## src/rtl/fp_wb_arbiter_pkg.sv

```systemverilog
// Shared constants and types for the FPU/integer writeback arbiter.
// Default widths match the 32 x XLEN register file.
package fp_wb_arbiter_pkg;

  localparam int unsigned FP_WB_XLEN          = 32;
  localparam int unsigned FP_WB_LOG2_XRF_SIZE = 5;
  localparam int unsigned FP_WB_FIFO_DEPTH    = 2;

  // Which source owns the register-file write port this cycle.
  typedef enum logic [1:0] {
    SelNone = 2'd0,
    SelInt  = 2'd1,
    SelFifo = 2'd2
  } wb_sel_e;

endpackage

```

## src/rtl/fp_wb_arbiter_wb_fifo.sv

```systemverilog
// Small synchronous FIFO buffering {rd, data} FPU results.
// DEPTH must be a power of two so the pointers wrap naturally.
module wb_fifo #(
  parameter int unsigned WIDTH = 37,
  parameter int unsigned DEPTH = 2
) (
  input  logic                     i_clk,
  input  logic                     i_rst,
  input  logic                     i_push,
  input  logic                     i_pop,
  input  logic [WIDTH-1:0]         i_data,
  output logic [WIDTH-1:0]         o_data,
  output logic                     o_full,
  output logic                     o_empty,
  output logic [$clog2(DEPTH):0]   o_count
);

  localparam int unsigned PW = $clog2(DEPTH);

  logic [WIDTH-1:0] r_mem [DEPTH];
  logic [PW-1:0]    r_wptr;
  logic [PW-1:0]    r_rptr;
  logic [PW:0]      r_count;
  logic             w_push;
  logic             w_pop;

  always_comb begin
    o_full  = (r_count == (PW + 1)'(DEPTH));
    o_empty = (r_count == '0);
    w_push  = i_push && !o_full;
    w_pop   = i_pop && !o_empty;
    o_data  = r_mem[r_rptr];
    o_count = r_count;
  end

  always_ff @(posedge i_clk or posedge i_rst) begin
    if (i_rst) begin
      r_wptr  <= '0;
      r_rptr  <= '0;
      r_count <= '0;
    end else begin
      if (w_push) r_wptr <= r_wptr + 1'b1;
      if (w_pop)  r_rptr <= r_rptr + 1'b1;
      case ({w_push, w_pop})
        2'b10:   r_count <= r_count + 1'b1;
        2'b01:   r_count <= r_count - 1'b1;
        default: r_count <= r_count;
      endcase
    end
  end

  // Storage needs no reset: contents are only observable through the count.
  always_ff @(posedge i_clk) begin
    if (w_push) r_mem[r_wptr] <= i_data;
  end

endmodule

```

## src/rtl/fp_wb_arbiter.sv

```systemverilog
// Register-file write master: integer writeback has strict priority, late FPU
// results queue in a FIFO, and a pending scoreboard tracks in-flight FPU destinations.
module fp_wb_arbiter
  import fp_wb_arbiter_pkg::*;
#(
  parameter int unsigned XLEN          = FP_WB_XLEN,
  parameter int unsigned LOG2_XRF_SIZE = FP_WB_LOG2_XRF_SIZE,
  parameter int unsigned FIFO_DEPTH    = FP_WB_FIFO_DEPTH
) (
  input  logic                          clk,
  input  logic                          rst,
  input  logic                          int_we,
  input  logic [LOG2_XRF_SIZE-1:0]      int_rd,
  input  logic [XLEN-1:0]               int_data,
  input  logic                          fpu_issue,
  input  logic [LOG2_XRF_SIZE-1:0]      fpu_issue_rd,
  input  logic                          fpu_valid,
  output logic                          fpu_ready,
  input  logic [LOG2_XRF_SIZE-1:0]      fpu_rd,
  input  logic [XLEN-1:0]               fpu_data,
  output logic                          RegWrite,
  output logic [LOG2_XRF_SIZE-1:0]      rd,
  output logic [XLEN-1:0]               datain,
  output logic [(1<<LOG2_XRF_SIZE)-1:0] pending,
  output logic                          wb_conflict
);

  localparam int unsigned NREG = 1 << LOG2_XRF_SIZE;
  localparam int unsigned EW   = LOG2_XRF_SIZE + XLEN;
  localparam int unsigned CW   = $clog2(FIFO_DEPTH) + 1;

  logic                     r_live;
  logic                     r_regwrite;
  logic [LOG2_XRF_SIZE-1:0] r_rd;
  logic [XLEN-1:0]          r_datain;
  logic [NREG-1:0]          r_pending;
  logic                     r_conflict;

  logic                     w_int_take;
  logic                     w_push;
  logic                     w_pop;
  logic                     w_full;
  logic                     w_empty;
  logic [CW-1:0]            w_count;
  logic [EW-1:0]            w_head;
  logic [LOG2_XRF_SIZE-1:0] w_head_rd;
  logic [XLEN-1:0]          w_head_data;
  logic [NREG-1:0]          w_pending_nxt;
  logic                     w_conflict_hit;
  wb_sel_e                  w_sel;

  wb_fifo #(
    .WIDTH (EW),
    .DEPTH (FIFO_DEPTH)
  ) u_wb_fifo (
    .i_clk   (clk),
    .i_rst   (rst),
    .i_push  (w_push),
    .i_pop   (w_pop),
    .i_data  ({fpu_rd, fpu_data}),
    .o_data  (w_head),
    .o_full  (w_full),
    .o_empty (w_empty),
    .o_count (w_count)
  );

  // Ready looks only at registered state, so int_we never reaches it combinationally.
  always_comb begin
    fpu_ready   = r_live && (w_count < CW'(FIFO_DEPTH));
    w_push      = fpu_valid && fpu_ready && !w_full;
    w_head_rd   = w_head[EW-1:XLEN];
    w_head_data = w_head[XLEN-1:0];
    w_int_take  = int_we && (int_rd != '0);
    if (w_int_take)    w_sel = SelInt;
    else if (!w_empty) w_sel = SelFifo;
    else               w_sel = SelNone;
    w_pop = (w_sel == SelFifo);
  end

  // Clear for the popped entry first so a same-edge issue to that index wins.
  always_comb begin
    w_pending_nxt = r_pending;
    if (w_pop) w_pending_nxt[w_head_rd] = 1'b0;
    if (fpu_issue && (fpu_issue_rd != '0)) w_pending_nxt[fpu_issue_rd] = 1'b1;
    w_conflict_hit = (int_we && r_pending[int_rd])
                  || (fpu_issue && r_pending[fpu_issue_rd])
                  || (w_push && (fpu_rd != '0) && !r_pending[fpu_rd]);
  end

  always_ff @(posedge clk or posedge rst) begin
    if (rst) begin
      r_live     <= 1'b0;
      r_regwrite <= 1'b0;
      r_rd       <= '0;
      r_datain   <= '0;
      r_pending  <= '0;
      r_conflict <= 1'b0;
    end else begin
      r_live     <= 1'b1;
      r_pending  <= w_pending_nxt;
      r_conflict <= r_conflict | w_conflict_hit;
      case (w_sel)
        SelInt: begin
          r_regwrite <= 1'b1;
          r_rd       <= int_rd;
          r_datain   <= int_data;
        end
        SelFifo: begin
          // x0 results drain from the FIFO but never reach the register file.
          r_regwrite <= (w_head_rd != '0);
          if (w_head_rd != '0) begin
            r_rd     <= w_head_rd;
            r_datain <= w_head_data;
          end
        end
        default: r_regwrite <= 1'b0;
      endcase
    end
  end

  always_comb begin
    RegWrite    = r_regwrite;
    rd          = r_rd;
    datain      = r_datain;
    pending     = r_pending;
    wb_conflict = r_conflict;
  end

endmodule

```

## config.mk

```make
export PLATFORM = sky130hd
export DESIGN_NAME = fp_wb_arbiter
export DESIGN_NICKNAME = d
export VERILOG_FILES = /design/src/rtl/fp_wb_arbiter_pkg.sv /design/src/rtl/fp_wb_arbiter_wb_fifo.sv /design/src/rtl/fp_wb_arbiter.sv
export SDC_FILE = /design/constraint.sdc
export NUM_CORES = 1
export LEC_CHECK = 0
export ABC_AREA = 1
export CORE_UTILIZATION = 55
export CTS_CLUSTER_SIZE = 40
export DETAILED_ROUTE_END_ITERATION = 8
export PLACE_DENSITY = 0.86
export RECOVER_POWER = 100
export SLEW_MARGIN = 20
export SYNTH_ARGS = -nofsm -noshare
export SYNTH_HDL_FRONTEND = slang
export SYNTH_HIERARCHICAL = 1
export SYNTH_SLANG_ARGS = --single-unit
```

## constraint.sdc

```tcl
create_clock -name clk -period 8.8 [get_ports clk]
set_clock_uncertainty 0.15 [all_clocks]
set_input_delay 1.76 -clock clk [delete_from_list [all_inputs] [get_ports clk]]
set_output_delay 1.76 -clock clk [all_outputs]
set_load 0.01 [all_outputs]
```

# ---- Yosys cells after proc, flatten, opt, wreduce, memory -nomap -nowiden
# Memories as Yosys holds them, arrays and structs flattened.
# Index checks and enable logic that the tools add are counted.
dict set report classes {
  addsub 4
  reduce_logical 26
  n_lt_le_gt_ge 7
  eq_ne 6
  bitwise_logic 4
  n_mux 22
}
# cell n
set op_table {}
lappend op_table {{two-way mux 32 bit} 3}
lappend op_table {{one-hot mux 32 bit (2 select lines)} 1}
lappend op_table {{bitwise AND 32 bit} 1}
lappend op_table {{inverter 32 bit} 1}
lappend op_table {{OR 32 bit} 1}
lappend op_table {{< comparator 5 x 6 -> 1 bit (second input constant)} 4}
lappend op_table {{nonzero test 5 bit} 4}
lappend op_table {{binary-select mux 1 bit (select 5 bit)} 3}
lappend op_table {{logical AND 1 bit} 13}
lappend op_table {{demux 1 bit (select 5 bit)} 2}
lappend op_table {{>= comparator 5 x 1 -> 1 bit (second input constant)} 2}
lappend op_table {{one-hot mux 5 bit (2 select lines)} 1}
lappend op_table {{two-way mux 1 bit} 7}
lappend op_table {{equality test 2 bit (second input constant)} 3}
lappend op_table {{two-way mux 5 bit} 1}
lappend op_table {{equality test 2 x 1 -> 1 bit (second input constant)} 2}
lappend op_table {{two-way mux 2 bit} 2}
lappend op_table {{one-hot mux 2 bit (2 select lines)} 1}
lappend op_table {{nonzero test 2 bit} 2}
lappend op_table {{zero test 1 bit} 3}
lappend op_table {{adder 1 bit (second input constant)} 2}
lappend op_table {{adder 2 x 1 -> 2 bit (second input constant)} 1}
lappend op_table {{zero test 2 bit} 1}
lappend op_table {{logical OR 1 bit} 2}
lappend op_table {{other kinds (6)} 6}
dict set report word_totals {
  input_bits 84
  ramBits 74
  n_memories 1
  output_inout_bits 72
  elab_cells 79
  register_bits 76
}
# name words word_bits read_ports rd_clocked_by_memory_dff write_ports line_no
set mem_list {}
lappend mem_list {u_wb_fifo.r_mem 2 37 1 0 1 fp_wb_arbiter_wb_fifo.sv:20} ;# logic [WIDTH-1:0] r_mem [DEPTH];

# ---- Depth between registers and ports, before layout
# Gate-level depths: netlist (run 1).
# An unclocked memory read counts as a cell.
dict set report logic_depth {
  ltp_word 10
  ltp_mapped 14
  ltp_nobuf 12
}

# ---- By module
# The synthesis (run 1) kept the hierarchy.
# module area_each_um2 seq_area_each_um2 n_inst cells_each
set by_module_without_submodules {}
lappend by_module_without_submodules {fp_wb_arbiter 4131.5 1801.7 1 561}
lappend by_module_without_submodules {wb_fifo 2985.4 2322.2 1 226}

# ---- Least setup slack after synthesis (run 1)
# OpenSTA, ideal clock, no wires.
dict set report synth_path {
  path_type {input to register}
  start {input fpu_valid}
  end {memory u_wb_fifo.r_mem[1][0], enable pin}
  setup_time_ns 0.431
  path_slack_ns 4.592
  arrival_time_ns 3.627
  t_required_ns 8.219
  path_stages 4
  n_path_buf 0
  path_cell_list {nand2_1 > nor2_1 > o21ai_1 > nor2_1}
}
dict set report synth_via {
  elab_chain_cells 5
}
# item line_no
set synth_lines {}
lappend synth_lines {{start: declaration} fp_wb_arbiter.sv:17} ;# input logic fpu_valid,
lappend synth_lines {{logical AND 1 bit (2 in series)} fp_wb_arbiter.sv:70} ;# w_push = fpu_valid && fpu_ready && !w_full;
lappend synth_lines {{net w_push} fp_wb_arbiter.sv:40} ;# logic w_push;
lappend synth_lines {{logical AND 1 bit} fp_wb_arbiter_wb_fifo.sv:30} ;# w_push = i_push && !o_full;
lappend synth_lines {{two-way mux 1 bit} fp_wb_arbiter_wb_fifo.sv:54} ;# if (w_push) r_mem[r_wptr] <= i_data;
lappend synth_lines {{two-way mux 1 bit (implied by the code)} fp_wb_arbiter_wb_fifo.sv:54}
lappend synth_lines {{end: declaration} fp_wb_arbiter_wb_fifo.sv:20}
# The timed path passes the listed nets, and every way through them passes these cells.

# ---- Final worst setup path (run 1)
dict set report layout_path {
  start {input int_rd[0]}
  end {register r_pending[12], in the netlist pending[12]}
}
dict set report layout_via {
  elab_chain_cells 7
}
# item line_no
set layout_lines {}
lappend layout_lines {{start: declaration} fp_wb_arbiter.sv:13} ;# input logic [LOG2_XRF_SIZE-1:0] int_rd,
lappend layout_lines {{nonzero test 5 bit *} fp_wb_arbiter.sv:73} ;# w_int_take = int_we && (int_rd != '0);
lappend layout_lines {{logical AND 1 bit *} fp_wb_arbiter.sv:73}
lappend layout_lines {{two-way mux 2 bit *} fp_wb_arbiter.sv:74} ;# if (w_int_take) w_sel = SelInt;
lappend layout_lines {{equality test 2 bit *} fp_wb_arbiter.sv:77} ;# w_pop = (w_sel == SelFifo);
lappend layout_lines {{two-way mux 32 bit *} fp_wb_arbiter.sv:83} ;# if (w_pop) w_pending_nxt[w_head_rd] = 1'b0;
lappend layout_lines {{OR 32 bit (no line)} --}
lappend layout_lines {{two-way mux 32 bit *} fp_wb_arbiter.sv:84} ;# if (fpu_issue && (fpu_issue_rd != '0)) w_pending_nxt[fpu_issue_rd] = 1'b1;
lappend layout_lines {{net w_pending_nxt[12]} fp_wb_arbiter.sv:48} ;# logic [NREG-1:0] w_pending_nxt;
lappend layout_lines {{end signal: assignment} fp_wb_arbiter.sv:100} ;# r_pending <= w_pending_nxt;
lappend layout_lines {{end: declaration} fp_wb_arbiter.sv:36} ;# logic [NREG-1:0] r_pending;
# Mark *: on every way through the listed nets, which the timed path passes. The rest lies on a longest branch.
# A chain may end at the register's enable or synchronous reset.

==> results of run 1 <==
==> cell type report <==
cell class                      count  area share
Sequential cell                   150      0.4428
Multi-Input combinational cell    478      0.2457
Timing Repair Buffer              161      0.1692
Clock buffer                       20     0.05140
Inverter                          124     0.04993
Tap cell                          172     0.02308
Clock inverter                     12     0.01731
Antenna cell                        2   0.0005368
==> power breakdown <==
| part | internal, mW | switching [mW] |
|---|---|---|
| sequential | 0.942 | 0.262 |
| combinational | 0.418 | 0.559 |
| clock | 0.484 | 0.288 |
| total | 1.84 | 1.11 |
==> flip-flops by register name (all words and copies together), names as in the netlist <==
| register | count |
|---|---|
| RegWrite | 1 |
| datain | 32 |
| pending | 32 |
| r_live | 1 |
| rd | 5 |
| u_wb_fifo/o_count | 2 |
| u_wb_fifo/r_mem | 74 |
| u_wb_fifo/r_rptr | 1 |
| u_wb_fifo/r_wptr | 1 |
| wb_conflict | 1 |
==> worst register-to-register path, delay by kind of cell (launching register included) <==
family | cells | cell delay [ns]
AND/OR/NAND/NOR | 3 | 0.34
flip-flops | 1 | 0.74
buffers and inverters | 3 | 2.51
AO/OA/AOI/OAI | 4 | 1.61
==> cells in the mapped netlist (all sizes together) <==
master / n / area share
nand2: 178 / 0.095
a21oi: 7 / 0.0065
xnor2: 1 / 0.0012
nand3: 65 / 0.047
ha: 1 / 0.0018
inv: 123 / 0.065
conb: 1 / 0.00053
nor3: 4 / 0.0035
nor2: 22 / 0.013
nand4: 3 / 0.0026
clkbuf: 5 / 0.0026
buf: 30 / 0.028
dfrtp: 76 / 0.27
nand3b: 3 / 0.0032
a31oi: 36 / 0.032
o211ai: 4 / 0.0042
o21ai: 116 / 0.082
edfxtp: 74 / 0.31
clkinv: 1 / 0.00053
o22ai: 37 / 0.033
==> metal layers <==
metal,vias up,global-route usage,wire (um)
li1,2961,-,-
met1,3012,0.4122,7913
met2,422,0.5198,9719
met3,68,0.08211,2159
met4,0,0.1632,877
met5,-,0,0
==> final timing paths <==
check                            startpoint               end  slack (ns)  depth (start not counted)
setup reg to reg           u_wb_fifo/r_rptr        datain[25]        3.35                         10
hold reg to reg                 wb_conflict       wb_conflict        0.33                          2
max in group asynchronous               rst        pending[8]        3.08                          3
setup / recovery                  int_rd[0]       pending[12]        2.40                         10
hold / removal                  wb_conflict       wb_conflict        0.33                          2
min in group asynchronous               rst  u_wb_fifo/r_rptr        1.58                          2
==> cell usage in the layout, fill, tap and decap left out, types with 4 or more instances in the layout <==
| master | Yosys | final |
|---|---|---|
| sky130_fd_sc_hd__clkinv_4 | 0 | 4 |
| sky130_fd_sc_hd__dfrtp_1 | 76 | 75 |
| sky130_fd_sc_hd__a31oi_1 | 36 | 36 |
| sky130_fd_sc_hd__a21oi_1 | 6 | 7 |
| sky130_fd_sc_hd__dlygate4sd3_1 | 0 | 112 |
| sky130_fd_sc_hd__inv_2 | 6 | 4 |
| sky130_fd_sc_hd__nand2_1 | 176 | 177 |
| sky130_fd_sc_hd__edfxtp_1 | 74 | 74 |
| sky130_fd_sc_hd__clkbuf_16 | 0 | 19 |
| sky130_fd_sc_hd__inv_1 | 117 | 118 |
| sky130_fd_sc_hd__o211ai_1 | 4 | 4 |
| sky130_fd_sc_hd__nand3_1 | 63 | 64 |
| sky130_fd_sc_hd__clkbuf_1 | 5 | 6 |
| sky130_fd_sc_hd__o21ai_0 | 105 | 112 |
| sky130_fd_sc_hd__o22ai_1 | 37 | 37 |
| sky130_fd_sc_hd__nor2_1 | 20 | 21 |
| sky130_fd_sc_hd__clkdlybuf4s50_1 | 0 | 43 |
==> logic make-up (layout without fill, tap and decap cells) <==
kind of cell,count (synthesis),after routing
xor+xnor,1,1
buf+inv,159,317
other cells,1,3
flops,150,150
fa+ha+maj,1,1
simple gates,275,275
compound gates,200,200
==> metrics.md, run 1 <==
| Metric | Value |
|---|---|
| Post-synthesis mux area share | 0 |
| Quantity of hold-fixing buffers added after cts | 0 |
| Cells after DPL | 1083 |
| Main combinational cell family by area after synthesis | simple AND/OR/NAND/NOR gates |
| Maximum number of pins on one net before global-route repair | 77 |
| Number of design-rule violations left by the first detailed-router iteration | around 700 |
| Area taken by multi-input logic gates | 2291 um2 |
| Cell area after layout | a little over 9000 um2 |
| Post-synthesis sequential area ratio | 0.5795 |
| HPWL after detailed placement | roughly 14 mm |
| Post-synthesis instance area | roughly 7100 um2 |
| Max-slew violation total from the final report | 240 |
| Final WL | ~21 mm |
| Static power due to leakage | 3.946 nW |
| Kind of cell adding the most delay to the critical path | buffers and inverters |
| Basic-gate share of the synthesized area counting and, or, nand and nor cells | 0.1640 |
| Initial antenna violation count | 1 |
| IR drop worst, VDD | 0.1790 mV |
| Cell with the largest stage delay on the worst path | sky130_fd_sc_hd__a21oi_1 |
| Pwr Density | roughly 320 nW/um2 |
| Cells after Synth | around 790 |
| Syn-to-layout area delta | 31.00% |
| MaxCap Viol Count | 5 |
| Number of buffers and inverters on the critical path | 4 |
| Area of the core | around 13000 um2 |
| Adder and majority cell fraction of the synthesized area | 0.001758 |
| Total routing resource utilization after global routing | 0.3242 |
| Unrepaired setup endpoints after global routing | no |
| CP peak stage delay | between 1.5 and 2 ns |
| Min-Delay Path Class | flip-flop to flip-flop |
| Post-Route Setup TNS | 0 ns |
| Result of the run | finished, violations left |
| Total power after layout | 2.953 mW |
| Minimum setup slack after placement | roughly 3.7 ns |
| Complex-gate fraction of the synthesized area | 0.1570 |
| Clock latency at the later pin of the worst-skew pair | between 0.4 and 0.5 ns |
| X dimension of the die | approximately 120 um |
| Ordered list of cells on the worst path | dlygate4sd3_1 > inv_1 > nand3_1 > a21oi_1 > clkbuf_1 > inv_1 > nor2_1 > nand2_1 > o21ai_0 > o21ai_0 |
| Smallest setup slack after layout | between 2 and 2.5 ns |
| Post CTS Setup Buffer Count | 0 |
| Number of storage elements in the synthesis netlist | 150 |
| IO Port Bufs | 155 |
| Ratio of final minimum period to clock period | 0.7273 |
| Fmax | ~160 MHz |
| Final core utilization | 0.7387 |
| GRT overflow | 0 |
| Final Net Count | about 1000 |
| H-tree levels | 4 |
| Number of core rows | 41 |
| Footprint of the flip-flops and latches | 4128 um2 |
| Via count | roughly 6500 |
| First-pass GRT wire length | between 30 and 40 mm |
| Number of cells upsized or downsized after cts | 0 |
| Post-detailed-route DRC marker count | 0 |
| Final critical-path required period | around 6.4 ns |
| Total nets after synthesis | approximately 870 |
| Vias per Instance | slightly below 6 |
| Relative slew margins | -1.597 |
| CP startpoint kind | input port |
| Required time of the worst setup path | between 8 and 9 ns |
| Max Root-Sink Buffers | 2 |
| Count of synthesis-stage warnings from yosys | 6 |
| DR pass1 iterations | 5 |
| Total CTS buffers | 17 |
| Starting Density | 0.5640 |
| Maximum net fanout on the critical path | 25 |
| Root buf cell | sky130_fd_sc_hd__clkbuf_16 |
| Die span in y | 115.8 um |
| Share of cells above drive strength 1 | 0.04444 |
| Antenna viol nets, final | 0 |
| Vias in the first global route | about 6100 |
| Final-report setup violation count | 0 |
| Cell Area, Placed | roughly 8700 um2 |
| Sort of element at the end of the critical path | flip-flop |
| Final weighted congestion of routability-driven global placement | around 0.98 |
| Number of non-filler instances in the completed layout | about 1100 |
| Die ar. | 13400 um2 |
| Startpoint-to-endpoint class of the critical path | input port to flip-flop |
| Drt wl/cell | 18.47 um |
| Fillers | around 900 |
| Hold violation total from the final report | 0 |
| Xor and xnor fraction of the mapped netlist area | 0.001231 |
| Slew @ Worst Pin | between 3 and 4 ns |
| Clock tree from TritonCTS | built |
| Worst hold slack across all endpoints | 0.3319 ns |
| Arrival time at the worst endpoint | ~6.5 ns |
| Reg clk slew, reported paths | 0.06 ns |
| Top-level I/O count | 156 |
| Number of distinct standard cells referenced by the synthesized netlist | 31 |
| Clock sink count | 150 |
| Synthesized area per cell | approximately 9.0 um2 |
| Violated checks | max-capacitance violations, max-slew violations |
Note: power is estimated with default switching activity, not from simulation.
==> run 2, diff against run 1 <==
- CORE_UTILIZATION: 55 -> 51
- PLACE_DENSITY: 0.86 -> 0.8
- clock period: 8.8 -> 6.2 ns (I/O delays scaled with it)
==> run 2 against run 1 <==
Against the previous run:
- the run still ends with max-capacitance violations, max-slew violations left
- register-to-register slack worse by 0.90 ns
- design area up 0.30%
- first-iteration DRC count down 2.6%
- highest routed layer unchanged
- worst setup slack worse by 0.60 ns
- critical path depth down 4
- largest cell class unchanged
- sequential share of layout area down 0.13 points
- total power up 42%
- clock power up 45%
==> metrics.md, run 2 (synthesized netlist as in run 1, its figures left out) <==
| Metric | Value |
|---|---|
| Die span in y | 120.1 um (+3.8%) |
| Leading cell types in the layout, fill and taps excluded | sky130_fd_sc_hd__nand2_1 (178), sky130_fd_sc_hd__inv_1 (119), sky130_fd_sc_hd__o21ai_0 (113) |
| IO Port Bufs | 155 (unchanged) |
| Final-report setup violation count | 0 (unchanged) |
| IR drop worst, VDD | 0.2488 mV (+39%) |
| Arrival time at the worst endpoint | 4.27 ns (-2.27 ns) |
| CP startpoint kind | input port |
| H-tree levels | 4 (unchanged) |
| Area of the core | 13400 um2 (+6.2%) |
| Post CTS Setup Buffer Count | 0 (unchanged) |
| Startpoint-to-endpoint class of the critical path | input port to flip-flop |
| Hold violation total from the final report | 0 (unchanged) |
| Via count | 6364 (-1.5%) |
| Switching power total | 1.543 mW (+39%) |
| Sort of element at the end of the critical path | flip-flop |
| Vias in the first global route | 5872 (-3.7%) |
| Internal power | 2.641 mW (+43%) |
| Power share of the clock group | 0.268 (+0.007) |
| Fraction of power consumed by combinational cells | 0.325 (-0.006) |
| Clock sink count | 150 (unchanged) |
| Fmax | around 230 MHz |
| Reg2reg path depth | 10 (unchanged) |
| Sequential share of power | 0.407 (about the same) |
| Cell area after layout | 9350 um2 (+0.30%) |
| Routed wl met2 | 9.473 mm (-2.5%) |
| HPWL after detailed placement | 13.83 mm (+1.0%) |
| Maximum net fanout on the critical path | 26 (+4.0%) |
| X dimension of the die | 120.1 um (+3.8%) |
| Cell with the largest stage delay on the worst path | sky130_fd_sc_hd__clkbuf_1 |
| Wire length on met3 | 1.843 mm (-15%) |
| Total routing resource utilization after global routing | 0.2898 (-0.03446) |
| Violated checks | max-capacitance violations, max-slew violations |
| Top-level I/O count | 156 (unchanged) |
| Final WL | 20.05 mm (-3.0%) |
| Library cell appearing most often on the critical path | sky130_fd_sc_hd__nor2_1 |
| Result of the run | finished, violations left |
| Ordered list of cells on the worst path | dlygate4sd3_1 > nand2_1 > nor2_1 > o21ai_0 > nor2_1 > clkbuf_1 |
| Post-Route Setup TNS | 0 ns (unchanged) |
| Die ar. | 14430 um2 (+7.7%) |
| MaxCap Viol Count | 2 (-3) |
| Drt wl/cell | 17.80 um (-3.6%) |
| Largest register FFs | 74 (unchanged) |
| CP peak stage delay | 1.21 ns (-0.33 ns) |
| First-pass GRT wire length | 31.26 mm (-2.2%) |
| Unrepaired setup endpoints after global routing | no |
| Post-detailed-route DRC marker count | 0 (unchanged) |
| Clock tree from TritonCTS | built |
| Max Root-Sink Buffers | 2 (unchanged) |
| Met1 Routed Length | 8.035 mm (+1.5%) |
| Number of cells upsized or downsized after cts | 0 (unchanged) |
| Starting Density | 0.5311 (-0.03286) |
| Max-slew violation total from the final report | 62 (-74%) |
| Clock latency at the later pin of the worst-skew pair | 0.42 ns (about the same) |
| Total CTS buffers | 17 (unchanged) |
| Largest register by flop count | u_wb_fifo/r_mem |
| GRT overflow | 0 (unchanged) |
| Final weighted congestion of routability-driven global placement | 0.9735 (-0.26%) |
| Cells on Worst Hold Path | 2 (unchanged) |
| Ratio of final minimum period to clock period | 0.7092 |
| Antenna viol nets, final | 0 (unchanged) |
| Slew @ Worst Pin | 1.982 ns (-1.913 ns) |
| Pwr Density | 447.4 nW/um2 (+41%) |
| Vias per Instance | 5.652 (-2.1%) |
| Number of core rows | 42 (+2.4%) |
| Min-Delay Path Class | flip-flop to flip-flop |
| Maximum number of pins on one net before global-route repair | 77 (unchanged) |
| Quantity of hold-fixing buffers added after cts | 0 (unchanged) |
| Required time of the worst setup path | 6.07 ns (-2.86 ns) |
| Cell Area, Placed | 8725 um2 (+0.14%) |
| Most common library cell in the layout ignoring fill and taps | sky130_fd_sc_hd__nand2_1 |
| Static power due to leakage | 3.948 nW (about the same) |
| Root buf cell | sky130_fd_sc_hd__clkbuf_16 |
| Syn-to-layout area delta | 31.38% |
| Reg clk slew, reported paths | 0.06 ns (about the same) |
| Final critical-path required period | between 4 and 5 ns |
| Final Net Count | 1017 (unchanged) |
| Relative slew margins | -0.3213 (+1.275) |
| Initial antenna violation count | 5 (+4) |
| Switch share | 0.3688 (-0.006957) |
| DR pass1 iterations | 5 (unchanged) |
| Share of cells above drive strength 1 | 0.04550 (+0.001058) |
| Number of design-rule violations left by the first detailed-router iteration | 683 (-2.6%) |
| Top Metal Used | met4 |
[run 2: cell count changes in the layout (fill, tap and decap cells not counted), moves of 2 or more]
cell,delta
sky130_fd_sc_hd__clkbuf_1,-3
sky130_fd_sc_hd__clkinvlp_4,+3
sky130_fd_sc_hd__diode_2,+3
sky130_fd_sc_hd__buf_4,+2
sky130_fd_sc_hd__bufinv_16,+2
sky130_fd_sc_hd__clkbuf_16,-2
sky130_fd_sc_hd__clkinv_4,-2
[run 2: stage by stage]
stage / power (mW) / instances / hold WS (ns) / setup WS, ns / utilization
5_1_grt: 4.398 / 1126 / 0.3583 / 1.535 / 0.6978
3_5_place_dp: 3.150 / 1088 / 0.3224 / 1.943 / 0.6511
6_report: 4.184 / 1126 / 0.3342 / 1.803 / 0.6978
2_1_floorplan: 2.381 / 787 / 0.2997 / 2.512 / -
4_1_cts: 4.282 / 1120 / 0.3353 / 2.366 / 0.6996
3_3_place_gp: 3.123 / 1088 / 0.3141 / 2.074 / 0.6511
[run 2: metal layers]
metal  global-route usage  vias up
met1               0.3893     2994
met2               0.4436      356
met4               0.1406        0
li1                     -     2962
met3              0.06654       52
met5                    0        -
[run 2: final timing paths]
check                            startpoint                endpoint  slack (ns)
setup / recovery                  fpu_valid  u_wb_fifo/r_mem[1][15]        1.80
hold reg to reg                 wb_conflict             wb_conflict        0.33
hold / removal                  wb_conflict             wb_conflict        0.33
min in group asynchronous               rst        u_wb_fifo/r_rptr        1.03
max in group asynchronous               rst             pending[15]        3.26
setup reg to reg           u_wb_fifo/r_rptr              datain[19]        2.45
[run 2: worst max-delay path: cells and delay by family]
family,cells,cell delay (ns)
buffers and inverters,2,1.73
and+or+nand+nor,3,1.08
AOI/OAI and AO/OA,1,0.21
[run 2: final cells by class]
cell class	count	area (um2)
Timing Repair Buffer	161	1585
Antenna cell	5	12.51
Clock buffer	17	425.4
Fill cell	1053	4050
Clock inverter	15	225.2
Multi-Input combinational cell	478	2288
Sequential cell	150	4128
Inverter	124	465.4
Tap cell	176	220.2
[run 2: power by group through the flow]
stage	clock network, mW	registers [mW]	logic [mW]
2_1_floorplan	0	1.62	0.757
6_report	1.12	1.70	1.36
3_5_place_dp	0	1.70	1.45
3_3_place_gp	0	1.70	1.42
4_1_cts	1.13	1.69	1.46
5_1_grt	1.17	1.73	1.50
==> run 3, diff against run 2 <==
- clock period: 6.2 -> 4.22 ns (I/O delays scaled with it)
==> run 3 against run 2 <==
Against the previous run:
- the flow still finishes with violations (max-capacitance violations, max-slew violations)
- sequential share of layout area is 0.080 points higher
- sequential power is 41% higher
- flip-flop and latch count stayed put
- first-iteration DRC count is 10% lower
- critical path depth stayed put
- critical path type unchanged
- critical endpoint is now u_wb_fifo/r_mem[0][11]
- largest power group unchanged
- highest routed layer unchanged
==> metrics.md, run 3 (synthesized netlist as in run 1, its figures left out) <==
| Metric | Value |
|---|---|
| Post-detailed-route DRC marker count | 0 (unchanged) |
| Post-Route Setup TNS | 0 ns (unchanged) |
| Fmax | roughly 280 MHz |
| Worst Min Path Start | u_wb_fifo/r_wptr |
| Maximum net fanout on the critical path | 32 (+23%) |
| End point of the most critical hold path | u_wb_fifo/r_wptr |
| Cell Area, Placed | 8805 um2 (+0.92%) |
| Number of non-filler instances in the completed layout | 1133 (+0.62%) |
| DR pass1 iterations | 6 (+1) |
| Cell area after layout | 9328 um2 (-0.24%) |
| Violated checks | max-capacitance violations, max-slew violations |
| Cells on Worst Hold Path | 2 (unchanged) |
| Via count | 6369 (+0.079%) |
| Clock latency at the later pin of the worst-skew pair | 0.42 ns (about the same) |
| Top-level I/O count | 156 (unchanged) |
| Reg clk slew, reported paths | 0.06 ns (about the same) |
| Power share of the clock group | 0.250 (-0.018) |
| Number of core rows | 42 (unchanged) |
| Vias per Instance | 5.621 (-0.54%) |
| Die span in y | 120.1 um (unchanged) |
| Startpoint-to-endpoint class of the critical path | input port to flip-flop |
| Post CTS Setup Buffer Count | 0 (unchanged) |
| Total CTS buffers | 17 (unchanged) |
| HPWL after detailed placement | 14.27 mm (+3.2%) |
| Static power due to leakage | 3.960 nW (+0.31%) |
| Final Net Count | 1025 (+0.79%) |
| Final weighted congestion of routability-driven global placement | 0.9941 (+2.1%) |
| Largest register FFs | 74 (unchanged) |
| CP startpoint kind | input port |
| X dimension of the die | 120.1 um (unchanged) |
| Fillers | 1065 (+1.1%) |
| Starting Density | 0.5311 (unchanged) |
| Quantity of hold-fixing buffers added after cts | 0 (unchanged) |
| IO Port Bufs | 155 (unchanged) |
| Unrepaired setup endpoints after global routing | no |
| Area taken by multi-input logic gates | 2281 um2 (-0.33%) |
| Cells after DPL | 1097 (+0.83%) |
| Max-slew violation total from the final report | 33 (-47%) |
| Switching power total | 2.255 mW (+46%) |
| MaxCap Viol Count | 1 (-1) |
| Sort of element at the end of the critical path | flip-flop |
| Final WL | 20.58 mm (+2.7%) |
| Clock tree from TritonCTS | built |
| Final-report setup violation count | 0 (unchanged) |
| IR drop worst, VDD | 0.4436 mV (+78%) |
| Result of the run | finished, violations left |
| Antenna viol nets, final | 0 (unchanged) |
| Fraction of power consumed by combinational cells | 0.353 (+0.028) |
| Launching point of the worst reg2reg path | u_wb_fifo/r_rptr |
| Switch share | 0.3738 (+0.005035) |
| Global-route track usage on met2 | 0.4497 (+0.006106) |
| Min-Delay Path Class | flip-flop to flip-flop |
| Largest register by flop count | u_wb_fifo/r_mem |
| Global routing's busiest layer | met2 |
| Relative slew margins | -0.2675 (+0.05379) |
| Initial antenna violation count | 4 (-1) |
| Required time of the worst setup path | 4.08 ns (-1.99 ns) |
| Share of cells above drive strength 1 | 0.04932 (+0.003815) |
| Slew @ Worst Pin | 1.901 ns (-0.08068 ns) |
| Met1 Track Usage GR | 0.4015 (+0.01221) |
| First-pass GRT wire length | 32.16 mm (+2.9%) |
| Drt wl/cell | 18.16 um (+2.0%) |
| GR met3 Demand/Resource | 0.08270 (+0.01616) |
| Most common library cell in the layout ignoring fill and taps | sky130_fd_sc_hd__nand2_1 |
| Number of design-rule violations left by the first detailed-router iteration | 612 (-10%) |
| Reg2reg path depth | 10 (unchanged) |
| Leading cell types in the layout, fill and taps excluded | sky130_fd_sc_hd__nand2_1 (178), sky130_fd_sc_hd__inv_1 (118), sky130_fd_sc_hd__dlygate4sd3_1 (114) |
| Root buf cell | sky130_fd_sc_hd__clkbuf_16 |
| Syn-to-layout area delta | 31.07% |
| Sequential share of power | 0.396 (-0.011) |
| Footprint of the flip-flops and latches | 4125 um2 (about the same) |
| Area of the core | 13400 um2 (unchanged) |
| H-tree levels | 4 (unchanged) |
| GRT overflow | 0 (unchanged) |
| Slack of the worst reg-to-reg path | 0.84 ns (-1.61 ns) |
| Max Root-Sink Buffers | 2 (unchanged) |
| Die ar. | 14430 um2 (unchanged) |
| Clock sink count | 150 (unchanged) |
| Arrival time at the worst endpoint | 3.38 ns (-0.89 ns) |
| Reg-to-reg critical path endpoint | datain[23] |
| Total routing resource utilization after global routing | 0.2986 (+0.008825) |
| Vias in the first global route | 6065 (+3.3%) |
| Hold violation total from the final report | 0 (unchanged) |
| Maximum number of pins on one net before global-route repair | 67 (-13%) |
| Number of cells upsized or downsized after cts | 0 (unchanged) |
| Internal power | 3.777 mW (+43%) |
| Ratio of final minimum period to clock period | 0.8335 |
| Pwr Density | 646.6 nW/um2 (+45%) |
| Final critical-path required period | 3.517 ns |
run 3: cell types whose count changed in the layout (fill, tap and decap cells not counted), sizes merged:
cell           change
inv                -1
buf                +6
bufinv             -2
clkinv             +4
diode              -1
clkinvlp           -2
clkbuf             +3
clkdlybuf4s50      -2
dlygate4sd3        +2
run 3: final cells by class:
cell class                      count  area share
Multi-Input combinational cell    478      0.2445
Tap cell                          176     0.02361
Sequential cell                   150      0.4423
Timing Repair Buffer              169      0.1759
Inverter                          124     0.04990
Clock inverter                     14     0.01677
Clock buffer                       18     0.04601
Antenna cell                        4    0.001073
run 3: critical path: stages:
cell	delay, ns
sky130_fd_sc_hd__dlygate4sd3_1	0.52
sky130_fd_sc_hd__nand2_1	0.05
sky130_fd_sc_hd__nor2_1	0.20
sky130_fd_sc_hd__nand3_1	0.14
sky130_fd_sc_hd__inv_1	0.21
sky130_fd_sc_hd__clkbuf_1	1.40
run 3: power groups by stage:
stage	Sequential (mW)	Clock (mW)	Combinational [mW]
after CTS	2.38	1.53	2.28
after global routing	2.43	1.60	2.34
after floorplan	2.39	0	1.11
after detailed placement	2.40	0	2.26
after global placement	2.41	0	2.21
final	2.39	1.51	2.13
run 3: worst max-delay path by stage:
stage | depth (start not counted) | start | slack, ns | to
final | 6 | fpu_valid | 0.70 | u_wb_fifo/r_mem[0][11]
after global routing | 10 | u_wb_fifo/r_rptr | 0.46 | datain[28]
after CTS | 8 | u_wb_fifo/r_rptr | 1.27 | datain[23]
after detailed placement | 9 | int_rd[0] | 1.0 | datain[23]
after global placement | 9 | int_rd[0] | 1.12 | datain[27]
after floorplan | 4 | fpu_valid | 0.93 | u_wb_fifo/r_mem[1][0]
run 3: through the flow:
stage               power [mW]  hold slack, ns  setup WS [ns]    util
finish                   6.031          0.3416         0.7026  0.6961
global placement         4.618          0.3133          1.119  0.6570
detailed placement       4.657          0.3260         0.9966  0.6570
floorplan                3.498          0.2997         0.9282       -
global route             6.371          0.3733         0.4583  0.6961
CTS                      6.190          0.3430          1.267  0.7007
run 3: metal layers:
layer  part of all wire  vias up
li1                   -     2977
met1               0.41     2975
met2               0.47      360
met3              0.092       57
met4              0.030        0
met5                  0        -
